==> config.mk <==
export PLATFORM = sky130hd
export DESIGN_NAME = tri_src_arb_flat
export DESIGN_NICKNAME = d
export VERILOG_FILES = /design/src/rtl/tri_src_arb_if.sv /design/src/rtl/tri_src_arb.sv /design/src/flat_wrapper.sv
export SDC_FILE = /design/constraint.sdc
export NUM_CORES = 1
export LEC_CHECK = 0
export CAP_MARGIN = 20
export CORE_AREA = 2 2 370 372
export CTS_CLUSTER_SIZE = 25
export DETAILED_ROUTE_END_ITERATION = 7
export DIE_AREA = 0 0 372 374
export PLACE_DENSITY = 0.47
export RECOVER_POWER = 25
export SYNTH_ARGS = -nofsm -noshare
export SYNTH_HDL_FRONTEND = slang
export SYNTH_SLANG_ARGS = --single-unit
==> constraint.sdc <==
create_clock -name clk -period 3.9 [get_ports clk]
set_clock_uncertainty 0.1 [all_clocks]
set_input_delay 0.78 -clock clk [delete_from_list [all_inputs] [get_ports clk]]
set_output_delay 0.78 -clock clk [all_outputs]
set_load 0.05 [all_outputs]
==> src/rtl/tri_src_arb_if.sv <==
// Triangle port bundle between two R9 sources, the arbiter and the R10 rasterizer input.
interface tri_src_arb_if #(
  parameter int unsigned SIGFIG = 24,
  parameter int unsigned VERTS  = 3,
  parameter int unsigned AXIS   = 3,
  parameter int unsigned COLORS = 3
);
  localparam int unsigned TRIW = VERTS * AXIS * SIGFIG;
  localparam int unsigned COLW = COLORS * SIGFIG;

  logic            req0_valid_R9H;
  logic [TRIW-1:0] req0_tri_R9S;
  logic [COLW-1:0] req0_color_R9U;
  logic            req0_ack_R9H;
  logic            req1_valid_R9H;
  logic [TRIW-1:0] req1_tri_R9S;
  logic [COLW-1:0] req1_color_R9U;
  logic            req1_ack_R9H;
  logic            halt_RnnnnL;
  logic [TRIW-1:0] tri_R10S;
  logic [COLW-1:0] color_R10U;
  logic            validTri_R10H;
  logic            src_R10H;

  modport slave (
    input  req0_valid_R9H, req0_tri_R9S, req0_color_R9U,
    input  req1_valid_R9H, req1_tri_R9S, req1_color_R9U,
    input  halt_RnnnnL,
    output req0_ack_R9H, req1_ack_R9H,
    output tri_R10S, color_R10U, validTri_R10H, src_R10H
  );

  modport master (
    output req0_valid_R9H, req0_tri_R9S, req0_color_R9U,
    output req1_valid_R9H, req1_tri_R9S, req1_color_R9U,
    output halt_RnnnnL,
    input  req0_ack_R9H, req1_ack_R9H,
    input  tri_R10S, color_R10U, validTri_R10H, src_R10H
  );
endinterface

==> src/rtl/tri_src_arb.sv <==
// Round-robin two-source triangle scheduler with burst limit, enable masks and
// one registered R10 stage; keeps per-source accepted-triangle counts.
module tri_src_arb #(
  parameter int unsigned SIGFIG = 24,
  parameter int unsigned VERTS  = 3,
  parameter int unsigned AXIS   = 3,
  parameter int unsigned COLORS = 3,
  parameter int unsigned BURST  = 4,
  parameter int unsigned CNTW   = 32
) (
  input  logic            clk,
  input  logic            rst,
  input  logic [1:0]      en_RnnnnH,
  tri_src_arb_if.slave    bus,
  output logic [CNTW-1:0] cnt0_RnnnnU,
  output logic [CNTW-1:0] cnt1_RnnnnU
);
  localparam int unsigned TRIW = VERTS * AXIS * SIGFIG;
  localparam int unsigned COLW = COLORS * SIGFIG;
  localparam int unsigned BW   = 4;
  localparam logic [BW-1:0] BURST_L = BW'(BURST);

  typedef enum logic [1:0] {IDLE = 2'd0, OWN0 = 2'd1, OWN1 = 2'd2} state_e;

  state_e          state_q, state_d;
  logic            last_q, last_d;
  logic [BW-1:0]   burst_q, burst_d;
  logic            valid_q, valid_d;
  logic            src_q, src_d;
  logic [TRIW-1:0] tri_q, tri_d;
  logic [COLW-1:0] color_q, color_d;
  logic [CNTW-1:0] cnt0_q, cnt0_d;
  logic [CNTW-1:0] cnt1_q, cnt1_d;
  logic            r0, r1, gnt0, gnt1;

  // Arbitration FSM; everything is frozen while the rasterizer halts.
  always_comb begin
    state_d = state_q;
    last_d  = last_q;
    burst_d = burst_q;
    gnt0    = 1'b0;
    gnt1    = 1'b0;
    r0      = bus.req0_valid_R9H & en_RnnnnH[0];
    r1      = bus.req1_valid_R9H & en_RnnnnH[1];
    if (bus.halt_RnnnnL) begin
      unique case (state_q)
        IDLE: begin
          // With both requesting, the source that did not own last wins.
          if (r0 && (!r1 || last_q)) begin
            gnt0    = 1'b1;
            state_d = OWN0;
            burst_d = BW'(1);
          end else if (r1) begin
            gnt1    = 1'b1;
            state_d = OWN1;
            burst_d = BW'(1);
          end
        end
        OWN0: begin
          if (r0 && ((burst_q < BURST_L) || !r1)) begin
            gnt0    = 1'b1;
            burst_d = (burst_q < BURST_L) ? BW'(burst_q + BW'(1)) : burst_q;
          end else if (r1) begin
            gnt1    = 1'b1;
            state_d = OWN1;
            burst_d = BW'(1);
            last_d  = 1'b0;
          end else begin
            state_d = IDLE;
            last_d  = 1'b0;
          end
        end
        OWN1: begin
          if (r1 && ((burst_q < BURST_L) || !r0)) begin
            gnt1    = 1'b1;
            burst_d = (burst_q < BURST_L) ? BW'(burst_q + BW'(1)) : burst_q;
          end else if (r0) begin
            gnt0    = 1'b1;
            state_d = OWN0;
            burst_d = BW'(1);
            last_d  = 1'b1;
          end else begin
            state_d = IDLE;
            last_d  = 1'b1;
          end
        end
        default: state_d = IDLE;
      endcase
    end
  end

  // R10 stage and counters: load on a grant, drop valid on an idle unhalted cycle.
  always_comb begin
    valid_d = valid_q;
    src_d   = src_q;
    tri_d   = tri_q;
    color_d = color_q;
    cnt0_d  = cnt0_q + CNTW'(gnt0);
    cnt1_d  = cnt1_q + CNTW'(gnt1);
    if (gnt0) begin
      valid_d = 1'b1;
      src_d   = 1'b0;
      tri_d   = bus.req0_tri_R9S;
      color_d = bus.req0_color_R9U;
    end else if (gnt1) begin
      valid_d = 1'b1;
      src_d   = 1'b1;
      tri_d   = bus.req1_tri_R9S;
      color_d = bus.req1_color_R9U;
    end else if (bus.halt_RnnnnL) begin
      valid_d = 1'b0;
    end
  end

  always_ff @(posedge clk or negedge rst) begin
    if (!rst) begin
      state_q <= IDLE;
      last_q  <= 1'b1;
      burst_q <= '0;
      valid_q <= 1'b0;
      src_q   <= 1'b0;
      tri_q   <= '0;
      color_q <= '0;
      cnt0_q  <= '0;
      cnt1_q  <= '0;
    end else begin
      state_q <= state_d;
      last_q  <= last_d;
      burst_q <= burst_d;
      valid_q <= valid_d;
      src_q   <= src_d;
      tri_q   <= tri_d;
      color_q <= color_d;
      cnt0_q  <= cnt0_d;
      cnt1_q  <= cnt1_d;
    end
  end

  // Acks are same-cycle so the source can advance; they read 0 during reset.
  assign bus.req0_ack_R9H  = gnt0 & rst;
  assign bus.req1_ack_R9H  = gnt1 & rst;
  assign bus.validTri_R10H = valid_q;
  assign bus.src_R10H      = src_q;
  assign bus.tri_R10S      = tri_q;
  assign bus.color_R10U    = color_q;
  assign cnt0_RnnnnU       = cnt0_q;
  assign cnt1_RnnnnU       = cnt1_q;
endmodule

==> src/flat_wrapper.sv <==
// flat-port wrapper written by rule: the top's interface ports become plain ports
module tri_src_arb_flat 
#(
  parameter int unsigned SIGFIG = 24,
  parameter int unsigned VERTS  = 3,
  parameter int unsigned AXIS   = 3,
  parameter int unsigned COLORS = 3,
  parameter int unsigned BURST  = 4,
  parameter int unsigned CNTW   = 32
)
  (clk, rst, en_RnnnnH, cnt0_RnnnnU, cnt1_RnnnnU, bus_req0_valid_R9H, bus_req0_tri_R9S, bus_req0_color_R9U, bus_req1_valid_R9H, bus_req1_tri_R9S, bus_req1_color_R9U, bus_halt_RnnnnL, bus_req0_ack_R9H, bus_req1_ack_R9H, bus_tri_R10S, bus_color_R10U, bus_validTri_R10H, bus_src_R10H);
  tri_src_arb_if #(.SIGFIG(SIGFIG), .VERTS(VERTS), .AXIS(AXIS), .COLORS(COLORS)) bus_i ();
  input  logic clk;
  input  logic rst;
  input  logic [1:0] en_RnnnnH;
  output logic [CNTW-1:0] cnt0_RnnnnU;
  output logic [CNTW-1:0] cnt1_RnnnnU;
  input wire logic [$bits(bus_i.req0_valid_R9H)-1:0] bus_req0_valid_R9H;
  input wire logic [$bits(bus_i.req0_tri_R9S)-1:0] bus_req0_tri_R9S;
  input wire logic [$bits(bus_i.req0_color_R9U)-1:0] bus_req0_color_R9U;
  input wire logic [$bits(bus_i.req1_valid_R9H)-1:0] bus_req1_valid_R9H;
  input wire logic [$bits(bus_i.req1_tri_R9S)-1:0] bus_req1_tri_R9S;
  input wire logic [$bits(bus_i.req1_color_R9U)-1:0] bus_req1_color_R9U;
  input wire logic [$bits(bus_i.halt_RnnnnL)-1:0] bus_halt_RnnnnL;
  output wire logic [$bits(bus_i.req0_ack_R9H)-1:0] bus_req0_ack_R9H;
  output wire logic [$bits(bus_i.req1_ack_R9H)-1:0] bus_req1_ack_R9H;
  output wire logic [$bits(bus_i.tri_R10S)-1:0] bus_tri_R10S;
  output wire logic [$bits(bus_i.color_R10U)-1:0] bus_color_R10U;
  output wire logic [$bits(bus_i.validTri_R10H)-1:0] bus_validTri_R10H;
  output wire logic [$bits(bus_i.src_R10H)-1:0] bus_src_R10H;
  assign bus_i.req0_valid_R9H = bus_req0_valid_R9H;
  assign bus_i.req0_tri_R9S = bus_req0_tri_R9S;
  assign bus_i.req0_color_R9U = bus_req0_color_R9U;
  assign bus_i.req1_valid_R9H = bus_req1_valid_R9H;
  assign bus_i.req1_tri_R9S = bus_req1_tri_R9S;
  assign bus_i.req1_color_R9U = bus_req1_color_R9U;
  assign bus_i.halt_RnnnnL = bus_halt_RnnnnL;
  assign bus_req0_ack_R9H = bus_i.req0_ack_R9H;
  assign bus_req1_ack_R9H = bus_i.req1_ack_R9H;
  assign bus_tri_R10S = bus_i.tri_R10S;
  assign bus_color_R10U = bus_i.color_R10U;
  assign bus_validTri_R10H = bus_i.validTri_R10H;
  assign bus_src_R10H = bus_i.src_R10H;
  tri_src_arb #(.SIGFIG(SIGFIG), .VERTS(VERTS), .AXIS(AXIS), .COLORS(COLORS), .BURST(BURST), .CNTW(CNTW)) u_core (.clk(clk), .rst(rst), .en_RnnnnH(en_RnnnnH), .bus(bus_i), .cnt0_RnnnnU(cnt0_RnnnnU), .cnt1_RnnnnU(cnt1_RnnnnU));
endmodule
# [After elaboration in Yosys (flattened, before gate mapping)]
# Cells that the tools add are included.
[classes] n_addsub=3 order_cmp=1 n_eq_ne=6 n_mux=38 bitwise_logic=4 reduce_logical=16
[ops] op="$mux 216" n=2
[ops] op="$mux 72" n=2
[ops] op="$add 32x1->32" n=2
[ops] op="$mux 4" n=6
[ops] op="$mux 1" n=18
[ops] op="$pmux 4 s3" n=1
[ops] op="$mux 2" n=5
[ops] op="$reduce_and 4->1" n=2
[ops] op="$ne 3x1->1 const B" n=2
[ops] op="$pmux 1 s3" n=2
[ops] op="$pmux 2 s3" n=1
[ops] op="$reduce_bool 3->1" n=2
[ops] op="$add 4x1->4 const B" n=1
[ops] op="$and 1x1->1" n=4
[ops] op="$lt 4x3->1 const B" n=1
[ops] op="$ne 2x2->1 const B" n=2
[ops] op="$reduce_bool 2->1" n=2
[ops] op="$logic_and 1x1->1" n=3
[ops] op="$logic_or 1x1->1" n=3
[ops] op="$reduce_and 3->1" n=1
[ops] op="$eq 2x1->1 const B" n=1
[ops] op="$eq 2x2->1 const B" n=1
[ops] op="$logic_not 1->1" n=2
[ops] op="$logic_not 2->1" n=1
[ops] op="$pmux 1 s2" n=1
[word_totals] regBits=361 inputBits=583 out_inout_bits=356 elab_cells=77

# [Longest topological paths before layout]
[logic_depth] ltp_word=9 depth_mapped=14 ltp_nobuf=11

# [Worst setup path after synthesis]
# No wires, ideal clock.
[synth_path] path_kind="input -> output" startpoint="in bus_req0_valid_R9H" endpoint="out bus_req0_ack_R9H" t_arrival_ns=2.243 t_required_ns=3.020 path_slack_ns=0.777 path_stages=9 n_path_buf=4 path_cell_list="and2_1 buf_4 a32oi_1 buf_4 a21o_1 buf_2 buf_4 inv_2 and2_1"
[synth_between] elab_chain_cells=8 word_cells_on_any_way=13 cone_classes="6 x mux; 2 x bitwise; 5 x reduce/logical"
[synth_rtl] item="start, declared" line_no="flat_wrapper.sv:18" text="input wire logic [$bits(bus_i.req0_valid_R9H)-1:0] bus_req0_valid_R9H;"
[synth_rtl] item="$and 1x1->1 (*)" line_no="tri_src_arb.sv:43" text="r0 = bus.req0_valid_R9H & en_RnnnnH[0];"
[synth_rtl] item="$logic_not 1->1" line_no="tri_src_arb.sv:74" text="if (r1 && ((burst_q < BURST_L) || !r0)) begin"
[synth_rtl] item="$logic_or 1x1->1" line_no="tri_src_arb.sv:74"
[synth_rtl] item="$logic_and 1x1->1" line_no="tri_src_arb.sv:74"
[synth_rtl] item="$mux 1" line_no="tri_src_arb.sv:74"
[synth_rtl] item="$pmux 1 s3 (*)" line_no="tri_src_arb.sv:46" text="unique case (state_q)"
[synth_rtl] item="$mux 1 (*)" line_no="tri_src_arb.sv:45" text="if (bus.halt_RnnnnL) begin"
[synth_rtl] item="$and 1x1->1 (*)" line_no="tri_src_arb.sv:140" text="assign bus.req0_ack_R9H = gnt0 & rst;"
[synth_rtl] item="end, declared" line_no="flat_wrapper.sv:25" text="output wire logic [$bits(bus_i.req0_ack_R9H)-1:0] bus_req0_ack_R9H;"
# Mark *: on every way between the ends. The rest lies on a longest branch, timed or not.

# [Worst setup path in the final report]
[layout_path] startpoint="reg u_core.state_q[1]" endpoint="out bus_req1_ack_R9H"
[layout_between] elab_chain_cells=4 word_cells_on_any_way=6 cone_classes="2 x eq/ne; 2 x mux; 1 x bitwise; 1 x reduce/logical"
[layout_rtl] item="start, declared" line_no="tri_src_arb.sv:25" text="state_e state_q, state_d;"
[layout_rtl] item="start signal, assigned" line_no="tri_src_arb.sv:127" text="state_q <= state_d;"
[layout_rtl] item="$eq 2x2->1, or another cell as far along" line_no="tri_src_arb.sv:46"
[layout_rtl] item="$pmux 1 s3 (*)" line_no="tri_src_arb.sv:46"
[layout_rtl] item="$mux 1 (*)" line_no="tri_src_arb.sv:45"
[layout_rtl] item="$and 1x1->1 (*)" line_no="tri_src_arb.sv:141" text="assign bus.req1_ack_R9H = gnt1 & rst;"
[layout_rtl] item="end, declared" line_no="flat_wrapper.sv:26" text="output wire logic [$bits(bus_i.req1_ack_R9H)-1:0] bus_req1_ack_R9H;"
# Marked as above.

==> out/qor_table.md <==
| Result | Value | Unit |
|---|---|---|
| Final worst path period share | 94.6 | % |
| Initial core utilization | 17.0 | % |
| Fraction of registers with async set/reset | 100 | % |
| Power per cell area | 704 | nW/µm² |
| Fraction of final layout cells sized beyond drive strength 1 | 5.85 | % |
| Largest net degree at the start of global routing | 201 | - |
| Peak per-stage delay on the critical path | 0.40 | ns |
| Final-report hold violation count | 0 | - |
| Clock Latency Late Sink | 0.61 | ns |
| Number of instances in the synthesized netlist | 2672 | - |
| Post-DR wirelength/cell | 23.4 | µm |
| Clock tree from TritonCTS | built | - |
| Num rows | 135 | - |
| Count of routing violations after the opening detailed-route iteration | 1831 | - |
| Critical path capture point type | primary output | - |
| Register area share after synthesis | 39.3 | % |
| Post-detailed-route count of antenna-violating nets | 0 | - |
| Status | finished with violations | - |
| Leading cell type in the layout, fill and taps excluded | sky130_fd_sc_hd__clkdlybuf4s50_1 | - |
| DR vias | 26000 | - |
| Type of origin of the critical path | register | - |
| CORE AREA | 135000 | µm² |
| Clock Tree Root | sky130_fd_sc_hd__clkbuf_16 | - |
| Clk slew on worst S/H paths | 0.06 | ns |
| Area growth from synthesis to layout | 57.6 | % |
| Slowest cell on the critical path | sky130_fd_sc_hd__dfrtp_1 | - |
| Area of all placed cells without fillers | 36200 | µm² |
| Pins Over Slew Limit | 211 | - |
| Post-synth cell types | 52 | - |
| I/O pin total | 939 | - |
| Die Width | 372 | µm |
| Remaining global-route overflow | 0 | - |
| Worst Path Class, Setup | register to primary output | - |
| Top cell by count, worst path | sky130_fd_sc_hd__buf_4 | - |
| Max_slew headroom | -35.5 | % |
| Total Nets Final | 4045 | - |
| Max Cap Violations | 4 | - |
| Number of global-route vias before repair | 26000 | - |
| Mapped Area | 23000 | µm² |
| Input/output buffers | 938 | - |
| CP Cell Sequence | inv_1, ha_1, and3_1, a222oi_1, buf_4, nor2_4, buf_4, and2_1, buf_12 | - |
| Class of the tightest hold or removal check | register to register | - |
| Syn Nets | 3265 | - |
| Violations in the final reports | max-capacitance violations, max-slew violations | - |
| Worst ir drop on vdd | 299 | µV |
| Largest fanout on the critical path | 8 | - |
| Critical Path RT | 3.02 | ns |
| Global placer's final weighted congestion | 0.844 | - |
| Number of buffers added by the clock tree synthesis step | 51 | - |
| Synth warn | 0 | - |
| Total half-perimeter wirelength after legalization and detailed placement | 86900 | µm |
| Initial antenna violation count | 42 | - |
| Htree depth | 2 | - |
| Worst Path Buf+Inv | 4 | - |
| Cell leakage power | 12.9 | nW |
| Number of flops mapped to enable cells by yosys | 0 | - |
| CP top delay family | simple AND/OR/NAND/NOR gates | - |
| Average via count per standard cell | 4.92 | - |
| Dominant synthesized flop cell | sky130_fd_sc_hd__dfrtp_1 | - |
| Detailed-routing iteration count for the pre-antenna-repair pass | 5 | - |
| Sink Count | 361 | - |
| Register bit total from synthesis | 361 | - |
| Instance area after placement | 34500 | µm² |
| Most used cells in the layout excluding fill and tap cells | 935 x sky130_fd_sc_hd__clkdlybuf4s50_1, 360 x sky130_fd_sc_hd__dfrtp_1, 314 x sky130_fd_sc_hd__nand2_1, 310 x sky130_fd_sc_hd__nand3_1, 297 x sky130_fd_sc_hd__and2_1 | - |
| Wire length after detailed routing | 124000 | µm |
| Unrepaired setup endpoints after global routing | no | - |
| Wire length of the first global-routing pass | 180000 | µm |
| Height of the chip | 374 | µm |
| Worst path arrival time | 2.81 | ns |
| Avg Inst Size Synth | 8.60 | µm² |
| Full die area | 139000 | µm² |
| Maximum buffer depth of the clock tree | 3 | - |
| Post-route minimum period | 3.69 | ns |
| Total setup violations reported at the end of the flow | 0 | - |
| Actual slew at the worst max-slew pin | 2.03 | ns |
| Achievable clock frequency | 0.271 | GHz |
| Hold Worst Slack | 0.383 | ns |
| Total GRT Usage | 16.8 | % |
| Setup_tns | 0 | ns |
| DRC viols | 0 | - |
-- state kept, by name, summed over array words and instances (netlist names) --
name,count
u_core.cnt1_RnnnnU,32
u_core.state_q,2
u_core.burst_q,4
u_core.bus.tri_R10S,216
u_core.bus.src_R10H,1
u_core.bus.color_R10U,72
u_core.bus.validTri_R10H,1
u_core.last_q,1
u_core.cnt0_RnnnnU,32
-- per-stage QoR --
| step | worst slack (ns) | utilization [%] | std cells | total power, mW |
|---|---|---|---|---|
| after global placement | -0.332 | 25.6 | 5178 | 20.8 |
| after floorplan | 0.777 | - | 2672 | 15.1 |
| after global routing | 0.0757 | 26.8 | 5289 | 26.9 |
| after CTS | 0.00592 | 26.8 | 5269 | 25.8 |
| after detailed placement | -0.288 | 25.6 | 5178 | 20.9 |
| final | 0.209 | 26.8 | 5294 | 25.5 |
-- final cells by class --
| cell class | count | area [µm²] |
|---|---|---|
| Fill cell | 14400 | 98700 |
| Tap cell | 1781 | 2230 |
| Sequential cell | 361 | 9030 |
| Inverter | 14 | 52.6 |
| Clock buffer | 81 | 1580 |
| Clock inverter | 8 | 51.3 |
| Timing Repair Buffer | 1053 | 10600 |
| Multi-Input combinational cell | 1971 | 12600 |
| Antenna cell | 25 | 62.6 |
-- cells in the mapped netlist, types with 3 or more instances --
cell	count	area (µm²)
sky130_fd_sc_hd__and4_1	5	43.8
sky130_fd_sc_hd__clkbuf_1	196	736
sky130_fd_sc_hd__nand4_1	19	119
sky130_fd_sc_hd__and3_1	13	81.3
sky130_fd_sc_hd__nor3_1	7	35.0
sky130_fd_sc_hd__buf_1	19	71.3
sky130_fd_sc_hd__ha_1	10	125
sky130_fd_sc_hd__nand3_1	311	1560
sky130_fd_sc_hd__nor2_1	11	41.3
sky130_fd_sc_hd__a21boi_0	3	22.5
sky130_fd_sc_hd__a211oi_1	288	2160
sky130_fd_sc_hd__nand2_1	314	1180
sky130_fd_sc_hd__dfrtp_1	360	9010
sky130_fd_sc_hd__nor4_1	15	93.8
sky130_fd_sc_hd__and2_1	298	1860
sky130_fd_sc_hd__buf_2	101	505
sky130_fd_sc_hd__a41oi_1	288	2520
sky130_fd_sc_hd__buf_4	9	67.6
sky130_fd_sc_hd__xnor2_1	39	342
sky130_fd_sc_hd__a31oi_1	292	1830
sky130_fd_sc_hd__xor2_1	21	184
sky130_fd_sc_hd__o211ai_1	3	22.5
sky130_fd_sc_hd__inv_1	13	48.8
-- report_power, final --
group | switching [mW] | internal, mW
sequential | 1.05 | 5.01
clock | 1.96 | 2.75
combinational | 9.51 | 5.24
total | 12.5 | 13.0
-- kinds of logic (layout without fill, tap and decap cells) --
family	after synthesis	count (layout)	synth area share (%)
adder cells (fa/ha/maj)	10	10	0.544
AO/OA/AOI/OAI	894	894	29.2
buffers and inverters	340	1156	6.28
multiplexers	4	4	0.185
flip-flops	361	361	39.3
AND/OR/NAND/NOR	1003	1003	22.2
XOR/XNOR	60	60	2.29
other	0	25	0
-- worst reg2reg max path, delay by kind of cell (launching register included) --
kind | cells | cell delay, ns
adders and majority gates | 2 | 0.56
DFF | 1 | 0.40
xor gates and xnor gates | 1 | 0.18
buffers and inverters | 3 | 0.45
AOI/OAI and AO/OA | 1 | 0.11
and+or+nand+nor | 5 | 1.55
-- per-layer routing --
layer | global-route usage [%] | vias up | part of all wire, %
met5 | 0 | - | 0.15
met4 | 5.81 | 30 | 2.8
met3 | 4.77 | 160 | 8.2
met2 | 28.0 | 957 | 48
met1 | 20.6 | 13000 | 40
li1 | - | 11900 | -
-- worst paths after layout --
kind / startpoint / endpoint / slack [ns] / cells past startpoint
worst max register to register: u_core.state_q[1]$_DFFE_PN0P_ / u_core.cnt1_RnnnnU[29]$_DFF_PN0_ / 0.43 / 12
worst min register to register: u_core.cnt0_RnnnnU[31]$_DFF_PN0_ / u_core.cnt0_RnnnnU[31]$_DFF_PN0_ / 0.38 / 1
worst min-delay path: u_core.cnt0_RnnnnU[31]$_DFF_PN0_ / u_core.cnt0_RnnnnU[31]$_DFF_PN0_ / 0.38 / 1
max in group asynchronous: rst / u_core.bus.tri_R10S[179]$_DFFE_PN0P_ / 0.96 / 3
worst max-delay path: u_core.state_q[1]$_DFFE_PN0P_ / bus_req1_ack_R9H / 0.21 / 9
min in group asynchronous: rst / u_core.cnt1_RnnnnU[29]$_DFF_PN0_ / 0.51 / 2
-- what timing repair did --
action,in CTS,in global routing
resized for setup,1,1
hold buffers,1,0
buffers inserted,1,0
pin swaps,1,0
hold endpoints to repair,5,0
setup endpoints to repair,1,1
Power figures use the tool's default switching activity.
